[config.mk]
export PLATFORM = sky130hd
export DESIGN_NAME = vbank_stream_reader
export DESIGN_NICKNAME = d
export VERILOG_FILES = /design/src/rtl/vbank_stream_reader.sv
export SDC_FILE = /design/constraint.sdc
export NUM_CORES = 1
export LEC_CHECK = 0
export ABC_AREA = 1
export BUFFER_PORTS_ARGS = -buffer_cell sky130_fd_sc_hd__buf_2
export CORE_AREA = 8 8 405 407
export CTS_BUF_LIST = sky130_fd_sc_hd__clkbuf_4 sky130_fd_sc_hd__clkbuf_8
export CTS_CLUSTER_SIZE = 24
export DETAILED_ROUTE_END_ITERATION = 8
export DIE_AREA = 0 0 413 415
export GPL_TIMING_DRIVEN = 0
export PLACE_DENSITY = 0.51
export SYNTH_ARGS = -nofsm -noshare
export SYNTH_HDL_FRONTEND = slang
export SYNTH_SLANG_ARGS = --single-unit
[constraint.sdc]
create_clock -name clk -period 40 [get_ports clk]
set_clock_uncertainty 0.15 [all_clocks]
set_input_delay 8 -clock clk [delete_from_list [all_inputs] [get_ports clk]]
set_output_delay 8 -clock clk [all_outputs]
set_load 0.02 [all_outputs]
[src/rtl/vbank_stream_reader.sv]
// Strided multi-row read initiator for one vbank: issues ren/raddr, absorbs the 1-cycle read
// latency through a 2-entry FIFO and streams rows out on valid/ready. Optional mask: VBANK_RD_MASK_EN.
module vbank_stream_reader #(
  parameter int INDEX_WIDTH  = 8,
  parameter int NUM_ELEMENTS = 32,
  parameter int DATA_WIDTH   = 16,
  parameter int MAX_LEN      = 32,
  parameter int LEN_W        = $clog2(MAX_LEN + 1)
) (
  input  logic                               clk,
  input  logic                               n_rst,
  input  logic                               req_valid,
  output logic                               req_ready,
  input  logic [INDEX_WIDTH-1:0]             req_base,
  input  logic [INDEX_WIDTH-1:0]             req_stride,
  input  logic [LEN_W-1:0]                   req_len,
`ifdef VBANK_RD_MASK_EN
  input  logic [NUM_ELEMENTS-1:0]            req_emask,
`endif
  output logic                               bank_ren,
  output logic [INDEX_WIDTH-1:0]             bank_raddr,
  input  logic [DATA_WIDTH*NUM_ELEMENTS-1:0] bank_rdata,
  output logic                               out_valid,
  input  logic                               out_ready,
  output logic [DATA_WIDTH*NUM_ELEMENTS-1:0] out_data,
  output logic [LEN_W-1:0]                   out_idx,
  output logic                               out_last,
  output logic                               busy
);

  localparam int ROW_W = DATA_WIDTH * NUM_ELEMENTS;

  typedef enum logic [1:0] {IDLE, ISSUE, DRAIN} state_t;

  state_t                 state, state_next;
  logic [INDEX_WIDTH-1:0] addr_q, stride_q;
  logic [LEN_W-1:0]       len_q, k_q, eff_len;
  logic                   inflight, infl_last;
  logic [LEN_W-1:0]       infl_idx;
`ifdef VBANK_RD_MASK_EN
  logic [NUM_ELEMENTS-1:0] emask_q;
`endif

  logic [ROW_W-1:0] fifo_data [2];
  logic [LEN_W-1:0] fifo_idx  [2];
  logic             fifo_last [2];
  logic             wr_ptr, rd_ptr;
  logic [1:0]       fifo_count;

  logic       pop, push, issue, last_issue, start, drain_done;
  logic [2:0] occ_after_pop;
  logic [ROW_W-1:0] head;

  // NOTE: every signal driven here gets a default first so no path leaves it unassigned (no latch).
  always_comb begin
    eff_len       = (req_len > LEN_W'(MAX_LEN)) ? LEN_W'(MAX_LEN) : req_len;
    out_valid     = (fifo_count != 2'd0);
    pop           = out_valid && out_ready;
    push          = inflight;
    // Reads still owed a FIFO slot once this cycle's pop is accounted for.
    occ_after_pop = 3'(fifo_count) + 3'(inflight) - 3'(pop);
    issue         = (state == ISSUE) && (occ_after_pop < 3'd2);
    last_issue    = (k_q == len_q - LEN_W'(1));
    // Exit DRAIN so that IDLE lands in the cycle right after the final pop.
    drain_done    = !inflight && (fifo_count == {1'b0, pop});
    start         = 1'b0;
    state_next    = state;
    case (state)
      IDLE: begin
        if (req_valid && eff_len != '0) begin
          start      = 1'b1;
          state_next = ISSUE;
        end
      end
      ISSUE:   if (issue && last_issue) state_next = DRAIN;
      DRAIN:   if (drain_done)          state_next = IDLE;
      default: state_next = IDLE;
    endcase
  end

  assign req_ready  = (state == IDLE);
  assign busy       = (state != IDLE);
  assign bank_ren   = issue;
  assign bank_raddr = addr_q;

  // NOTE: sequential state uses non-blocking assignments so every register samples pre-edge values.
  always_ff @(posedge clk or negedge n_rst) begin
    if (!n_rst) begin
      state     <= IDLE;
      addr_q    <= '0;
      stride_q  <= '0;
      len_q     <= '0;
      k_q       <= '0;
      inflight  <= 1'b0;
      infl_idx  <= '0;
      infl_last <= 1'b0;
`ifdef VBANK_RD_MASK_EN
      emask_q   <= '0;
`endif
    end else begin
      state     <= state_next;
      inflight  <= issue;
      infl_idx  <= k_q;
      infl_last <= last_issue;
      if (start) begin
        addr_q   <= req_base;
        stride_q <= req_stride;
        len_q    <= eff_len;
        k_q      <= '0;
`ifdef VBANK_RD_MASK_EN
        emask_q  <= req_emask;
`endif
      end else if (issue) begin
        addr_q <= addr_q + stride_q;
        k_q    <= k_q + LEN_W'(1);
      end
    end
  end

  always_ff @(posedge clk or negedge n_rst) begin
    if (!n_rst) begin
      wr_ptr     <= 1'b0;
      rd_ptr     <= 1'b0;
      fifo_count <= 2'd0;
    end else begin
      if (push) wr_ptr <= ~wr_ptr;
      if (pop)  rd_ptr <= ~rd_ptr;
      case ({push, pop})
        2'b10:   fifo_count <= fifo_count + 2'd1;
        2'b01:   fifo_count <= fifo_count - 2'd1;
        default: fifo_count <= fifo_count;
      endcase
    end
  end

  // NOTE: FIFO storage is not reset; the outputs are gated by out_valid, so stale slots never leak.
  always_ff @(posedge clk) begin
    if (push) begin
      fifo_data[wr_ptr] <= bank_rdata;
      fifo_idx[wr_ptr]  <= infl_idx;
      fifo_last[wr_ptr] <= infl_last;
    end
  end

  always_comb begin
    head     = fifo_data[rd_ptr];
    out_data = '0;
    out_idx  = '0;
    out_last = 1'b0;
    if (out_valid) begin
`ifdef VBANK_RD_MASK_EN
      for (int i = 0; i < NUM_ELEMENTS; i++)
        out_data[i*DATA_WIDTH +: DATA_WIDTH] = emask_q[i] ? head[i*DATA_WIDTH +: DATA_WIDTH] : '0;
`else
      out_data = head;
`endif
      out_idx  = fifo_idx[rd_ptr];
      out_last = fifo_last[rd_ptr];
    end
  end

endmodule

Word level (Yosys, flattened, before mapping). Memories as Yosys holds them, arrays and structs flattened. Cells that the tools add are included.

Add/subtract/negate cells: 7. Magnitude comparators: 2. Eq/ne operators: 9. Multiplexer cells: 17. Bitwise logic cells: 2. Reductions and logical operators: 13.

Operator list (count): $mux W512 (1); $mux W6 (4); $mux W8 (2); $add A8 B8 Y8 (1); $reduce_bool A2 Y1 (4); $add A6 B1 Y6 const B (1); $eq A6 B6 Y1 (1); $gt A6 B6 Y1 const B (1); $mux W2 (3); $pmux W2 S3 (1); $reduce_bool A6 Y1 (1); $sub A6 B1 Y6 const B (1); $logic_and A1 B1 Y1 (5); $mux W1 (5); $eq A2 B1 Y1 const B (2); $eq A2 B2 Y1 const B (2); $ne A2 B1 Y1 const B (2); $pmux W2 S2 (1); $add A2 B1 Y3 (1); $lt A3 B2 Y1 const B (1); $reduce_and A3 Y1 (1); $sub A3 B1 Y3 (1); $add A2 B1 Y2 const B (1); $eq A2 B1 Y1 (1); other kinds (5) (6).

Bits in registers: 42. Bits in writable memories: 1038. Input port bits: 538. Output and inout bits: 531. Word-level logic and storage cells: 64. Memories kept: 3.

Memories: fifo_data (words 2, width 512, read ports 1, clocked after Yosys merged registers in 0, write ports 1, RTL line 44) `logic [ROW_W-1:0] fifo_data [2];`; fifo_idx (words 2, width 6, read ports 1, clocked after Yosys merged registers in 0, write ports 1, RTL line 45) `logic [LEN_W-1:0] fifo_idx [2];`; fifo_last (words 2, width 1, read ports 1, clocked after Yosys merged registers in 0, write ports 1, RTL line 46) `logic fifo_last [2];`.

Longest topological paths before layout.
Depth after elaboration: 8. Gate-level depth with buffers: 15. Mapped depth without buffers: 14.

Least setup slack after synthesis. No wires, ideal clock.

Path kind: register -> register. From: reg inflight. To: mem fifo_data[0][0] (netlist name), enable pin. Library setup time: 1414 ps. Arrival: 21983 ps. Required time: 38436 ps. Path slack: 16452 ps. Stages on the path, launching flop included: 3. Path buffers: 0. Clock period less this slack: 23548 ps. Cells stage by stage: dfrtp_1 inv_1 nor2_1.

Longest elaborated chain between the ends: 2.

RTL lines: start: declaration (RTL line 38) `logic inflight, infl_last;`; start signal: assignment (RTL line 102) `inflight <= issue;`; $mux W1 (RTL line 138) `if (push) begin`; $mux W1 (implied by the code) (RTL line 139) `fifo_data[wr_ptr] <= bank_rdata;`; end: declaration (RTL line 44).

No other way between the ends.

Worst setup path after layout.
From: in out_ready. To: out bank_ren.

Longest elaborated chain between the ends: 4.

RTL lines: start: declaration (RTL line 24) `input logic out_ready,`; $logic_and A1 B1 Y1 (RTL line 58) `pop = out_valid && out_ready;`; $sub A3 B1 Y3 (RTL line 61) `occ_after_pop = 3'(fifo_count) + 3'(inflight) - 3'(pop);`; $lt A3 B2 Y1 (RTL line 62) `issue = (state == ISSUE) && (occ_after_pop < 3'd2);`; $logic_and A1 B1 Y1 (RTL line 62); end: declaration (RTL line 20) `output logic bank_ren,`.

No other way between the ends.

==> results_dict.tcl <==
set metrics [dict create \
    numCtsBuffers 186 \
    core_region_area_mm2 0.157 \
    crit_type "input port to primary output" \
    ir_worst_vdd_mv 0.0391 \
    crit_fanout 10 \
    insertion_delay_ps 870 \
    dpl.cell_count 6241 \
    timing.rr.end "fifo_data[0][10]$_DFFE_PP_" \
    required_ps 31850 \
    grt_pass1_wl_um 208000 \
    drive_gt1_share_pct 33.6 \
    synth_seq_cells 1080 \
    finalNetCount 4906 \
    p_leak_nw 21.1 \
    firstDrtPassIters 5 \
    grt_pass1_vias 28725 \
    ant_nets 0 \
    hp-class "flop to flop" \
    syn_area_mm2 0.0408 \
    met2_length_um 76200 \
    clock_path_buffers 3 \
    whs_path_depth 0 \
    port_buffers 1068 \
    finalSetupTns_ps 0 \
    avgSynthCellArea_um2 13.3 \
    r2r_start "inflight$_DFF_PN0_" \
    synth_nets 3624 \
    placed_cell_area_mm2 0.0493 \
    root_buffer "clkbuf_8" \
    dieArea_mm2 0.171 \
    io_pins 1069 \
    postLayoutCellArea_mm2 0.0531 \
    crit_arrival_ps 9880 \
    synthToLayoutAreaGrowth_pct 30.1 \
    max_freq_mhz 55.5 \
    place.gp.congestion 0.854 \
    seq_area_frac_synth_pct 79.0 \
    post-place-ws_ps 22000 \
    start_util_pct 25.9 \
    max_slew_margin_pct 10.1 \
    worstHoldEndpoint "infl_idx[4]$_DFF_PN0_" \
    routed.top_layer "met5" \
    status "completed" \
    wire_per_inst_um 22.9 \
    r2r.worst_path.cells 10 \
    final.setup.worst_slack_ps 21970 \
    cts_hold_buf 0 \
    clock-sinks 1080 \
    power_per_cell_area_mw_per_mm2 84.5 \
    timing.final.crit_share_pct 45.1 \
    rows 146 \
    rsz0062_at_grt "false" \
    syn-instance-count 3075 \
    critPathCaptureType "primary output" \
    period_needed_ps 18030 \
    hold_viol 0 \
    worst_setup_path_start_kind "input port" \
    first_iter_violations 2180 \
    rrSetupSlack_ps 36740 \
    max_slew.worst_pin.slew_ps 1350 \
    max_cap_violations 0 \
    drc_errors 0 \
    yosys_warnings 0 \
    grt_overflow 0 \
    finalNonFillerCells 6618 \
    min_from "k_q[4]$_DFFE_PN0P_" \
    grt_usage_pct 16.7 \
    grt_max_degree 113 \
    cts_resized 0 \
    dieWidth_um 413 \
    setup_viol 0 \
    clk_pin_slew_worst_paths_ps 50 \
    vias 29213 \
    maxSlewViolCount 0 \
    synthDistinctLibCells 32 \
    drt-met1-wl_um 58200 \
    total_power_mw 4.49 \
    cts_tree "done" \
    die_y_um 415 \
    antenna_found_initial 72 \
    dr_wl_met3_um 12500 \
    dp_hpwl_um 113000 \
    via_per_inst 4.41 \
    htreeDepth 4 \
    post-cts-setup-buffers 0 \
    wl_um 151000 \
]
[kinds of logic (layout without fill, tap and decap cells)]
| kind of cell | count (synthesis) | in the layout | synth area share [%] |
|---|---|---|---|
| adder cells (fa/ha/maj) | 11 | 11 | 0.374 |
| AO/OA/AOI/OAI | 542 | 542 | 6.68 |
| buffers and inverters | 222 | 1653 | 2.44 |
| XOR/XNOR | 12 | 12 | 0.258 |
| other | 0 | 40 | 0 |
| flip-flops | 1080 | 1080 | 79.0 |
| AND/OR/NAND/NOR | 1208 | 1208 | 11.3 |
[sequential cells by signal, indices dropped and copies added (netlist names)]
name,flops
bank_raddr,8
fifo_count,2
fifo_data,1024
fifo_idx,12
fifo_last,2
infl_idx,6
infl_last,1
inflight,1
k_q,6
len_q,6
rd_ptr,1
state,2
stride_q,8
wr_ptr,1
[layout by cell type, fill, tap and decap left out, types with 3 or more instances in the layout]
| cell | count |
|---|---|
| a21oi_1 | 522 |
| buf_1 | 8 |
| buf_12 | 18 |
| buf_16 | 8 |
| buf_2 | 1182 |
| bufinv_16 | 3 |
| clkbuf_1 | 52 |
| clkbuf_4 | 73 |
| clkbuf_8 | 190 |
| clkinv_1 | 47 |
| clkinv_2 | 8 |
| clkinv_4 | 3 |
| clkinvlp_4 | 5 |
| dfrtp_1 | 42 |
| diode_2 | 40 |
| edfxtp_1 | 1038 |
| ha_1 | 9 |
| inv_1 | 38 |
| inv_12 | 3 |
| inv_2 | 6 |
| nand2_1 | 1149 |
| nand3_1 | 21 |
| nand4_1 | 5 |
| nor2_1 | 23 |
| o211ai_1 | 3 |
| o21ai_0 | 12 |
| xnor2_1 | 4 |
| xor2_1 | 8 |
[routing by layer]
metal	vias to the layer above	GRT usage, %
met5	-	0
met4	26	5.96
met3	282	5.35
met2	1113	28.8
met1	14323	19.4
li1	13469	-
[how the worst max path moves through the flow]
stage | from | slack, ps | cells past startpoint | endpoint
2_1_floorplan | inflight$_DFF_PN0_ | 16450 | 2 | fifo_data[0][0]$_DFFE_PP_
3_3_place_gp | inflight$_DFF_PN0_ | 860 | 2 | fifo_data[0][225]$_DFFE_PP_
3_5_place_dp | out_ready | 22000 | 11 | bank_ren
4_1_cts | out_ready | 22000 | 11 | bank_ren
5_1_grt | out_ready | 21840 | 11 | bank_ren
6_report | out_ready | 21970 | 11 | bank_ren
[area by class of cell]
cell class	instances	area (µm²)
Clock inverter	74	492
Inverter	45	176
Buffer	177	826
Timing Repair Buffer	1094	5930
Fill cell	15774	104000
Antenna cell	40	100
Tap cell	2072	2590
Clock buffer	263	3160
Sequential cell	1080	32200
Multi-Input combinational cell	1773	7590
[cells in the mapped netlist (all sizes together)]
cell type  number  area share, %
a21o            1          0.018
a21oi         522            6.4
a22oi           1          0.018
a31oi           1          0.015
and2            1          0.015
and3            1          0.015
buf           125            1.5
clkbuf         52           0.48
dfrtp          42            2.6
edfxtp       1038             76
fa              2          0.098
ha              9           0.28
inv            45           0.41
nand2        1150             11
nand2b          1          0.015
nand3          21           0.26
nand4           5          0.077
nor2           26           0.25
nor3            3          0.061
o211ai          3          0.055
o21ai          13           0.16
o22ai           1          0.015
xnor2           4          0.086
xor2            8           0.17
[worst max-delay path: stages]
cell and delay [ps]:
buf_2 160, nand2_1 180, nand2_1 120, nand3_1 110, fa_1 510, inv_1 40, nor2_1 90, nand2_1 80
buf_4 190, inv_2 160, buf_2 230
[where the power goes]
group / switching, mW / internal, mW / leakage (nW)
sequential: 0.0548 / 1.49 / 10.0
combinational: 1.45 / 0.506 / 9.16
clock: 0.458 / 0.531 / 1.92
total: 1.96 / 2.52 / 21.1
[through the flow]
stage               util (%)  hold WS (ps)
finish                  33.7           282
global route            33.7           300
CTS                     33.7           289
detailed placement      31.3           277
global placement        31.0           271
floorplan                  -           244
Power figures use the tool's default switching activity.
